<file path="src/rtl/ex_iter_pkg.sv">
// Shared RV32I execute-stage constants: bus widths, ALU class codes, opcode and funct encodings,
// plus the one-bit shift step used by the iterative shifter.
package ex_iter_pkg;

  localparam int RegBus     = 32;
  localparam int RegAddrBus = 5;
  localparam int AluselBus  = 3;
  localparam int OpcodeBus  = 7;
  localparam int Func3Bus   = 3;
  localparam int Func7Bus   = 7;

  localparam logic RstEnable    = 1'b1;
  localparam logic WriteEnable  = 1'b1;
  localparam logic WriteDisable = 1'b0;
  localparam logic [RegBus-1:0] ZeroWord = '0;

  localparam logic [AluselBus-1:0] ALU_NOP = 3'b000;
  localparam logic [AluselBus-1:0] ALU_ARI = 3'b001;
  localparam logic [AluselBus-1:0] ALU_LOG = 3'b010;
  localparam logic [AluselBus-1:0] ALU_SHI = 3'b011;

  localparam logic [OpcodeBus-1:0] OP_OP     = 7'b0110011;
  localparam logic [OpcodeBus-1:0] OP_OP_IMM = 7'b0010011;

  localparam logic [Func3Bus-1:0] FUNCT3_ADD_SUB = 3'b000;
  localparam logic [Func3Bus-1:0] FUNCT3_SLL     = 3'b001;
  localparam logic [Func3Bus-1:0] FUNCT3_SLT     = 3'b010;
  localparam logic [Func3Bus-1:0] FUNCT3_SLTU    = 3'b011;
  localparam logic [Func3Bus-1:0] FUNCT3_XOR     = 3'b100;
  localparam logic [Func3Bus-1:0] FUNCT3_SRL_SRA = 3'b101;
  localparam logic [Func3Bus-1:0] FUNCT3_OR      = 3'b110;
  localparam logic [Func3Bus-1:0] FUNCT3_AND     = 3'b111;

  localparam logic [Func7Bus-1:0] FUNCT7_ZERO   = 7'b0000000;
  localparam logic [Func7Bus-1:0] FUNCT7_ALT    = 7'b0100000;
  localparam logic [Func7Bus-1:0] EXE_FUNC7_NOP = 7'b0000000;

  // dir=0 shifts left with zero fill; dir=1 shifts right, filling with the sign bit when arith=1.
  function automatic logic [RegBus-1:0] shift_one(input logic [RegBus-1:0] v,
                                                  input logic dir, input logic arith);
    if (dir) return {arith & v[RegBus-1], v[RegBus-1:1]};
    else     return {v[RegBus-2:0], 1'b0};
  endfunction

endpackage

</file>
<file path="src/rtl/ex_iter_if.sv">
// Decode-to-execute bus: decoded fields in, stall request and forwarding/EX-MEM results out.
// Handshake: stallreq_o is the inverse of ready. An instruction is consumed on a rising edge where
// stallreq_o=0 and stall_i=0; while stallreq_o=1 decode must keep presenting the same fields.
interface ex_iter_if;
  import ex_iter_pkg::*;

  logic [AluselBus-1:0]  alusel_i;
  logic [OpcodeBus-1:0]  opcode_i;
  logic [Func3Bus-1:0]   func3_i;
  logic [Func7Bus-1:0]   func7_i;
  logic [RegBus-1:0]     reg1_i;
  logic [RegBus-1:0]     reg2_i;
  logic [RegAddrBus-1:0] wd_i;
  logic                  wreg_i;
  logic                  stall_i;

  logic                  stallreq_o;
  logic                  ex_wreg_o;
  logic [RegAddrBus-1:0] ex_wd_o;
  logic [RegBus-1:0]     ex_wdata_o;
  logic                  wreg_o;
  logic [RegAddrBus-1:0] wd_o;
  logic [RegBus-1:0]     wdata_o;
  logic                  dbg_shift_state_o;

  modport master (
    output alusel_i, opcode_i, func3_i, func7_i, reg1_i, reg2_i, wd_i, wreg_i, stall_i,
    input  stallreq_o, ex_wreg_o, ex_wd_o, ex_wdata_o, wreg_o, wd_o, wdata_o, dbg_shift_state_o
  );

  modport slave (
    input  alusel_i, opcode_i, func3_i, func7_i, reg1_i, reg2_i, wd_i, wreg_i, stall_i,
    output stallreq_o, ex_wreg_o, ex_wd_o, ex_wdata_o, wreg_o, wd_o, wdata_o, dbg_shift_state_o
  );

endinterface

</file>
<file path="src/rtl/ex_iter_shifter.sv">
// ex_shifter: 1-bit-per-cycle shifter (IDLE/SHIFT FSM) or, with EX_BARREL_SHIFT_EN defined,
// a single-cycle barrel shifter with busy tied low. state_o exposes the FSM state.
module ex_shifter
  import ex_iter_pkg::*;
(
  input  logic              clk,
  input  logic              rst,
  input  logic              stall_i,
  input  logic              start_i,
  input  logic              dir_i,
  input  logic              arith_i,
  input  logic [4:0]        shamt_i,
  input  logic [RegBus-1:0] operand_i,
  output logic              busy_o,
  output logic              done_o,
  output logic [RegBus-1:0] result_o,
  output logic              state_o
);

`ifdef EX_BARREL_SHIFT_EN

  logic unused_inputs;
  assign unused_inputs = ^{clk, rst, stall_i};

  always_comb begin
    result_o = operand_i;
    if (dir_i) begin
      if (arith_i) result_o = $signed(operand_i) >>> shamt_i;
      else         result_o = operand_i >> shamt_i;
    end else begin
      result_o = operand_i << shamt_i;
    end
  end

  assign busy_o  = 1'b0;
  assign done_o  = start_i;
  assign state_o = 1'b0;

`else

  localparam logic ST_IDLE  = 1'b0;
  localparam logic ST_SHIFT = 1'b1;

  typedef enum logic {IDLE = ST_IDLE, SHIFT = ST_SHIFT} state_t;

  state_t            state_q, state_d;
  logic [RegBus-1:0] acc_q, acc_d;
  logic [4:0]        cnt_q, cnt_d;
  logic              dir_q, dir_d;
  logic              arith_q, arith_d;

  always_comb begin
    state_d  = state_q;
    acc_d    = acc_q;
    cnt_d    = cnt_q;
    dir_d    = dir_q;
    arith_d  = arith_q;
    busy_o   = 1'b0;
    done_o   = 1'b0;
    result_o = operand_i;
    case (state_q)
      IDLE: begin
        if (start_i) begin
          if (shamt_i != 5'd0) begin
            busy_o = 1'b1;
            if (!stall_i) begin
              state_d = SHIFT;
              acc_d   = shift_one(operand_i, dir_i, arith_i);
              cnt_d   = shamt_i - 5'd1;
              dir_d   = dir_i;
              arith_d = arith_i;
            end
          end else begin
            done_o = 1'b1;
          end
        end
      end
      SHIFT: begin
        if (cnt_q != 5'd0) begin
          busy_o = 1'b1;
          if (!stall_i) begin
            acc_d = shift_one(acc_q, dir_q, arith_q);
            cnt_d = cnt_q - 5'd1;
          end
        end else begin
          // Completion cycle: result is acc; leave only once the downstream hold drops.
          done_o   = 1'b1;
          result_o = acc_q;
          if (!stall_i) state_d = IDLE;
        end
      end
      default: state_d = IDLE;
    endcase
  end

  always_ff @(posedge clk) begin
    if (rst == RstEnable) begin
      state_q <= IDLE;
      acc_q   <= ZeroWord;
      cnt_q   <= 5'd0;
      dir_q   <= 1'b0;
      arith_q <= 1'b0;
    end else begin
      state_q <= state_d;
      acc_q   <= acc_d;
      cnt_q   <= cnt_d;
      dir_q   <= dir_d;
      arith_q <= arith_d;
    end
  end

  assign state_o = state_q;

`endif

endmodule

</file>
<file path="src/rtl/ex_iter.sv">
// ex_iter: RV32I execute stage. ARI/LOG datapath, shift dispatch to ex_shifter, forwarding
// triple and the EX/MEM output register. EX_BARREL_SHIFT_EN selects the single-cycle shifter.
module ex_iter
  import ex_iter_pkg::*;
(
  input  logic       clk,
  input  logic       rst,
  ex_iter_if.slave   bus
);

  logic              sh_start, sh_dir, sh_arith, sh_busy, sh_done, sh_state;
  logic [RegBus-1:0] sh_result;
  logic [RegBus-1:0] alu_res;
  logic              alu_valid;
  logic              stallreq;

  logic                  wreg_q, wreg_d;
  logic [RegAddrBus-1:0] wd_q, wd_d;
  logic [RegBus-1:0]     wdata_q, wdata_d;

  always_comb begin
    alu_res   = ZeroWord;
    alu_valid = 1'b0;
    sh_start  = 1'b0;
    sh_dir    = 1'b0;
    sh_arith  = 1'b0;
    case (bus.alusel_i)
      ALU_ARI: begin
        case (bus.func3_i)
          FUNCT3_ADD_SUB: begin
            alu_valid = 1'b1;
            if (bus.opcode_i == OP_OP && bus.func7_i == FUNCT7_ALT)
              alu_res = bus.reg1_i - bus.reg2_i;
            else
              alu_res = bus.reg1_i + bus.reg2_i;
          end
          FUNCT3_SLT: begin
            alu_valid = 1'b1;
            alu_res   = {31'd0, $signed(bus.reg1_i) < $signed(bus.reg2_i)};
          end
          FUNCT3_SLTU: begin
            alu_valid = 1'b1;
            alu_res   = {31'd0, bus.reg1_i < bus.reg2_i};
          end
          default: ;
        endcase
      end
      ALU_LOG: begin
        case (bus.func3_i)
          FUNCT3_XOR: begin alu_valid = 1'b1; alu_res = bus.reg1_i ^ bus.reg2_i; end
          FUNCT3_OR:  begin alu_valid = 1'b1; alu_res = bus.reg1_i | bus.reg2_i; end
          FUNCT3_AND: begin alu_valid = 1'b1; alu_res = bus.reg1_i & bus.reg2_i; end
          default: ;
        endcase
      end
      ALU_SHI: begin
        if (bus.func3_i == FUNCT3_SLL && bus.func7_i == FUNCT7_ZERO) begin
          sh_start = 1'b1;
        end else if (bus.func3_i == FUNCT3_SRL_SRA && bus.func7_i == FUNCT7_ZERO) begin
          sh_start = 1'b1;
          sh_dir   = 1'b1;
        end else if (bus.func3_i == FUNCT3_SRL_SRA && bus.func7_i == FUNCT7_ALT) begin
          sh_start = 1'b1;
          sh_dir   = 1'b1;
          sh_arith = 1'b1;
        end
      end
      default: ;
    endcase
    // Shifts report a result only in their completion cycle.
    if (sh_start) begin
      alu_valid = sh_done;
      alu_res   = sh_done ? sh_result : ZeroWord;
    end
  end

  ex_shifter u_shifter (
    .clk       (clk),
    .rst       (rst),
    .stall_i   (bus.stall_i),
    .start_i   (sh_start),
    .dir_i     (sh_dir),
    .arith_i   (sh_arith),
    .shamt_i   (bus.reg2_i[4:0]),
    .operand_i (bus.reg1_i),
    .busy_o    (sh_busy),
    .done_o    (sh_done),
    .result_o  (sh_result),
    .state_o   (sh_state)
  );

  assign stallreq              = sh_busy;
  assign bus.stallreq_o        = stallreq;
  assign bus.ex_wreg_o         = bus.wreg_i & alu_valid & ~stallreq;
  assign bus.ex_wd_o           = bus.wd_i;
  assign bus.ex_wdata_o        = alu_res;
  assign bus.dbg_shift_state_o = sh_state;

  always_comb begin
    wreg_d  = wreg_q;
    wd_d    = wd_q;
    wdata_d = wdata_q;
    if (!bus.stall_i) begin
      if (stallreq) begin
        wreg_d  = WriteDisable;
        wd_d    = '0;
        wdata_d = ZeroWord;
      end else begin
        wreg_d  = bus.ex_wreg_o;
        wd_d    = bus.ex_wd_o;
        wdata_d = bus.ex_wdata_o;
      end
    end
  end

  always_ff @(posedge clk) begin
    if (rst == RstEnable) begin
      wreg_q  <= WriteDisable;
      wd_q    <= '0;
      wdata_q <= ZeroWord;
    end else begin
      wreg_q  <= wreg_d;
      wd_q    <= wd_d;
      wdata_q <= wdata_d;
    end
  end

  assign bus.wreg_o  = wreg_q;
  assign bus.wd_o    = wd_q;
  assign bus.wdata_o = wdata_q;

endmodule
</file>
<file path="src/flat_wrapper.sv">
// flat-port wrapper written by rule: the top's interface ports become plain ports
module ex_iter_flat import ex_iter_pkg::*;
  (clk, rst, bus_alusel_i, bus_opcode_i, bus_func3_i, bus_func7_i, bus_reg1_i, bus_reg2_i, bus_wd_i, bus_wreg_i, bus_stall_i, bus_stallreq_o, bus_ex_wreg_o, bus_ex_wd_o, bus_ex_wdata_o, bus_wreg_o, bus_wd_o, bus_wdata_o, bus_dbg_shift_state_o);
  ex_iter_if bus_i ();
  input  logic clk;
  input  logic rst;
  input wire logic [$bits(bus_i.alusel_i)-1:0] bus_alusel_i;
  input wire logic [$bits(bus_i.opcode_i)-1:0] bus_opcode_i;
  input wire logic [$bits(bus_i.func3_i)-1:0] bus_func3_i;
  input wire logic [$bits(bus_i.func7_i)-1:0] bus_func7_i;
  input wire logic [$bits(bus_i.reg1_i)-1:0] bus_reg1_i;
  input wire logic [$bits(bus_i.reg2_i)-1:0] bus_reg2_i;
  input wire logic [$bits(bus_i.wd_i)-1:0] bus_wd_i;
  input wire logic [$bits(bus_i.wreg_i)-1:0] bus_wreg_i;
  input wire logic [$bits(bus_i.stall_i)-1:0] bus_stall_i;
  output wire logic [$bits(bus_i.stallreq_o)-1:0] bus_stallreq_o;
  output wire logic [$bits(bus_i.ex_wreg_o)-1:0] bus_ex_wreg_o;
  output wire logic [$bits(bus_i.ex_wd_o)-1:0] bus_ex_wd_o;
  output wire logic [$bits(bus_i.ex_wdata_o)-1:0] bus_ex_wdata_o;
  output wire logic [$bits(bus_i.wreg_o)-1:0] bus_wreg_o;
  output wire logic [$bits(bus_i.wd_o)-1:0] bus_wd_o;
  output wire logic [$bits(bus_i.wdata_o)-1:0] bus_wdata_o;
  output wire logic [$bits(bus_i.dbg_shift_state_o)-1:0] bus_dbg_shift_state_o;
  assign bus_i.alusel_i = bus_alusel_i;
  assign bus_i.opcode_i = bus_opcode_i;
  assign bus_i.func3_i = bus_func3_i;
  assign bus_i.func7_i = bus_func7_i;
  assign bus_i.reg1_i = bus_reg1_i;
  assign bus_i.reg2_i = bus_reg2_i;
  assign bus_i.wd_i = bus_wd_i;
  assign bus_i.wreg_i = bus_wreg_i;
  assign bus_i.stall_i = bus_stall_i;
  assign bus_stallreq_o = bus_i.stallreq_o;
  assign bus_ex_wreg_o = bus_i.ex_wreg_o;
  assign bus_ex_wd_o = bus_i.ex_wd_o;
  assign bus_ex_wdata_o = bus_i.ex_wdata_o;
  assign bus_wreg_o = bus_i.wreg_o;
  assign bus_wd_o = bus_i.wd_o;
  assign bus_wdata_o = bus_i.wdata_o;
  assign bus_dbg_shift_state_o = bus_i.dbg_shift_state_o;
  ex_iter u_core (.clk(clk), .rst(rst), .bus(bus_i));
endmodule
</file>
<file path="config.mk">
export PLATFORM = sky130hd
export DESIGN_NAME = ex_iter_flat
export DESIGN_NICKNAME = d
export VERILOG_FILES = /design/src/rtl/ex_iter_pkg.sv /design/src/rtl/ex_iter_if.sv /design/src/rtl/ex_iter_shifter.sv /design/src/rtl/ex_iter.sv /design/src/flat_wrapper.sv
export SDC_FILE = /design/constraint.sdc
export NUM_CORES = 1
export LEC_CHECK = 0
export CORE_UTILIZATION = 55
export DETAILED_ROUTE_END_ITERATION = 8
export PLACE_DENSITY_LB_ADDON = 0.1
export SKIP_CTS_REPAIR_TIMING = 1
export SLEW_MARGIN = 10
export SYNTH_ARGS = -nofsm -noshare
export SYNTH_HDL_FRONTEND = slang
export SYNTH_SLANG_ARGS = --single-unit
</file>
<file path="constraint.sdc">
create_clock -name clk -period 4.45 [get_ports clk]
set_input_delay 0.6675 -clock clk [delete_from_list [all_inputs] [get_ports clk]]
set_output_delay 0.6675 -clock clk [all_outputs]
set_load 0.03 [all_outputs]
</file>
==> run_results.csv <==
group,metric,value,unit
run_status,status,"finished, violations left",
run_status,failed_checks,"negative setup slack",
timing,hold_slack,466,ps
power,p_switching,1.01,mW
logic_synthesis,syn-num-nets,1598,
timing,setup_tns,-105,ps
setup_path,path_class,"in -> out",
place,dp.cells,1904,
setup_path,crit_arrival,3870,ps
clock_tree,cts_tree,"yes",
setup_path,required,3780,ps
power,p_int,1.60,mW
clock_tree,clk_pin_slew_worst_paths,70,ps
power,leakagePower,6.04,nW
die,start_util,56.0,%
logic_synthesis,async_reset_ff_share,0,%
logic_synthesis,synth.ff_latch_count,78,
clock_tree,root_buffer,"clkbuf_16",
logic_synthesis,synthSimpleGateAreaFrac,20.6,%
timing,final.min_clock_period,4530,ps
clock_tree,cts_htree_levels,3,
route,drc,0,
global_route,globalRouteOverflowTotal,0,
timing,worst_pin_slew,1280,ps
power,power,2.61,mW
logic_synthesis,synthMuxAreaShare,6.33,%
clock_tree,clock-sinks,78,
timing,max_freq,221,MHz
hold_path,hold_path_class,"reg -> reg",
timing,finalHoldViolCount,0,
route,avgRoutedWirePerCell,21.0,um
global_route,grt_pass1_vias,11200,
setup_path,critPathCaptureType,"primary output",
die,die_x,134,um
route,wirelength,40500,um
timing,finalMaxSlewViolations,0,
cells_and_area,seqCellArea,0.00156,sq mm
logic_synthesis,yosysSeqAreaShare,16.2,%
cells_and_area,fillers,1197,
timing,setup_violations,2,
clock_tree,cts_buffer_depth,2,
global_route,grt_max_degree,55,
die,core.rowCount,48,
cells_and_area,diodes,0,
cells_and_area,drive_above_1_share,22.3,%
die,die_y,134,um
timing,post-route-period-util,102,%
timing,worst_clock_skew,10.4,ps
logic_synthesis,syn_area,0.00965,sq mm
logic_synthesis,synth_compound_area_share,32.6,%
setup_path,path_common_cell,"buf_4",
route,drt_iter0_markers,1403,
power,p_per_area,192,mW/mm^2
global_route,grt_usage,42.3,%
setup_path,crit_chain,"buf_8, ha_1, fa_1, a211oi_1, buf_4, o21ai_1, o2bb2ai_2, nor2_1, o32ai_1, or4_1, o311ai_1, xnor2_1, a21o_1, buf_4",
cells_and_area,fin_util,79.0,%
setup_path,cp-start-kind,"input pin",
route,vias_per_cell,6.46,
cells_and_area,area_growth,41.2,%
cells_and_area,finalNonFillerCells,1927,
logic_synthesis,synthDistinctLibCells,77,
clock_tree,cts_made_buffers,9,
timing,maxSlewHeadroom,15.0,%
logic_synthesis,synth_edf_count,0,
global_route,grt_pass1_wl,59900,um
setup_path,cp_max_fo,3,
logic_synthesis,synthAdderAreaFrac,13.0,%
die,core,0.0172,sq mm
cells_and_area,multi_input_area,0.00770,sq mm
setup_path,slowest_stage,"or4_1",
power,peakVddDrop,0.191,mV
power,comb_power_share,43.5,%
logic_synthesis,avgSynthCellArea,6.86,sq um
place,io_buffers,170,
power,pwr-share-seq,27.0,%
global_route,antenna_found_initial,0,
logic_synthesis,synth_ff_type,"dfxtp_1",
timing,rsz0062_at_grt,"true",
logic_synthesis,ys.warnings.count,0,
route,drtAntennaViolNets,0,
logic_synthesis,netlist_instances,1406,
logic_synthesis,synth_top_family_by_area,"compound AO/OA/AOI/OAI gates",
logic_synthesis,synth_xor_area_share,2.63,%
die,die_area,0.0181,sq mm
place,finalWeightedCongestion,1.09,
run,drv_cap,0,
place,post-dp-hpwl,29900,um
route,first_pass_iters,6,
die,num_io_pins,171,
timing,finalWorstSetupSlack,-82.9,ps
power,power_frac_clock,29.5,%
route,vias,12400,
clock_tree,insertion_delay,360,ps
setup_path,slowest_delay,490,ps
cells_and_area,nets,1889,
power,switching_share,38.8,%
## stage by stage
stage / worst slack, ps / cell area (sq um)
2_1_floorplan: 388 / 9650
3_3_place_gp: -543 / 12800
3_5_place_dp: -561 / 12800
4_1_cts: -583 / 13100
5_1_grt: -92.1 / 13600
6_report: -82.9 / 13600
## cell usage in the layout (no fill, tap or decap), types with 7 or more instances in the layout
cell type,count
buf_4,238
nor2_1,161
nand2_1,138
a21oi_1,133
o21ai_0,113
clkdlybuf4s50_1,109
ha_1,79
inv_1,76
dfxtp_1,76
mux2i_1,61
a211oi_1,57
nand3_1,24
xnor2_1,23
inv_2,22
a21o_1,18
a22oi_1,18
dlymetal6s2s_1,18
o22ai_1,14
ha_4,13
a221o_1,12
nor3_1,11
or4_1,11
a22o_1,11
nor4_1,10
nor2b_1,10
o211ai_1,10
or3_1,10
a31oi_1,10
nand2b_1,9
o31ai_1,9
clkbuf_16,9
nand4_1,8
buf_12,8
o21bai_1,7
o21ai_1,7
o221ai_1,7
clkbuf_2,7
buf_6,7
## power groups by stage
| stage | sequential [mW] | clock, mW | combinational [mW] |
|---|---|---|---|
| finish | 0.706 | 0.770 | 1.13 |
| global route | 0.706 | 0.791 | 1.21 |
| CTS | 0.706 | 0.759 | 1.03 |
| detailed placement | 0.722 | 0 | 1.02 |
| global placement | 0.722 | 0 | 1.00 |
| floorplan | 0.732 | 0 | 0.529 |
## state kept, by name (all words and copies together) (netlist names)
register,cells
u_core.bus.wd_o,5
u_core.bus.wdata_o,32
u_core.bus.wreg_o,1
u_core.u_shifter.acc_q,32
u_core.u_shifter.arith_q,1
u_core.u_shifter.cnt_q,5
u_core.u_shifter.dir_q,1
u_core.u_shifter.state_o,1
## worst max-delay path: cells and delay by family
family                   cells  cell delay, ps
AO/OA/AOI/OAI                6            1270
adder cells (fa/ha/maj)      2             700
AND/OR/NAND/NOR              2             640
buffers and inverters        3             450
XOR/XNOR                     1             140
## layout make-up
type                            instances  area share [%]
Multi-Input combinational cell       1117            56.5
Timing Repair Buffer                  391            25.1
Sequential cell                        78            11.5
Inverter                              100            2.81
Tap cell                              225            2.07
Clock buffer                            9            1.65
Clock inverter                          7           0.404
## Yosys cell counts (14+ instances only)
master / count / area (sq um)
nor3_1: 15 / 75.1
a22oi_1: 19 / 143
a21oi_1: 137 / 686
mux2i_1: 61 / 611
xnor2_1: 23 / 201
dfxtp_1: 78 / 1560
a211oi_1: 59 / 443
inv_1: 98 / 368
o22ai_1: 14 / 87.6
o21ai_0: 115 / 576
nor2_1: 164 / 616
nand2_1: 138 / 518
ha_1: 97 / 1210
clkbuf_1: 83 / 312
a21o_1: 18 / 135
nand3_1: 26 / 130
## worst paths after layout
| path | start | cells past startpoint | end | slack (ps) |
|---|---|---|---|---|
| worst max-delay path | bus_reg2_i[0] | 14 | bus_ex_wdata_o[20] | -80 |
| worst min-delay path | u_core.u_shifter.arith_q | 2 | u_core.u_shifter.arith_q | 470 |
| worst max register to register | u_core.u_shifter.cnt_q[4] | 9 | u_core.bus.wdata_o[0] | 1430 |
| worst min register to register | u_core.u_shifter.arith_q | 2 | u_core.u_shifter.arith_q | 470 |
## layer usage
metal / global-route usage (%) / vias up / wire length [um]
li1: - / 5628 / -
met1: 56.9 / 5831 / 16100
met2: 68.0 / 821 / 18300
met3: 8.20 / 164 / 4390
met4: 12.8 / 0 / 1720
met5: 0 / - / 0
## cell families after synthesis
| group | Yosys count |
|---|---|
| compound gates | 491 |
| simple gates | 437 |
| buf+inv | 211 |
| fa+ha+maj | 99 |
| flops | 78 |
| mux | 61 |
| xor+xnor | 29 |
No activity file was read; power rests on OpenSTA's default activity.
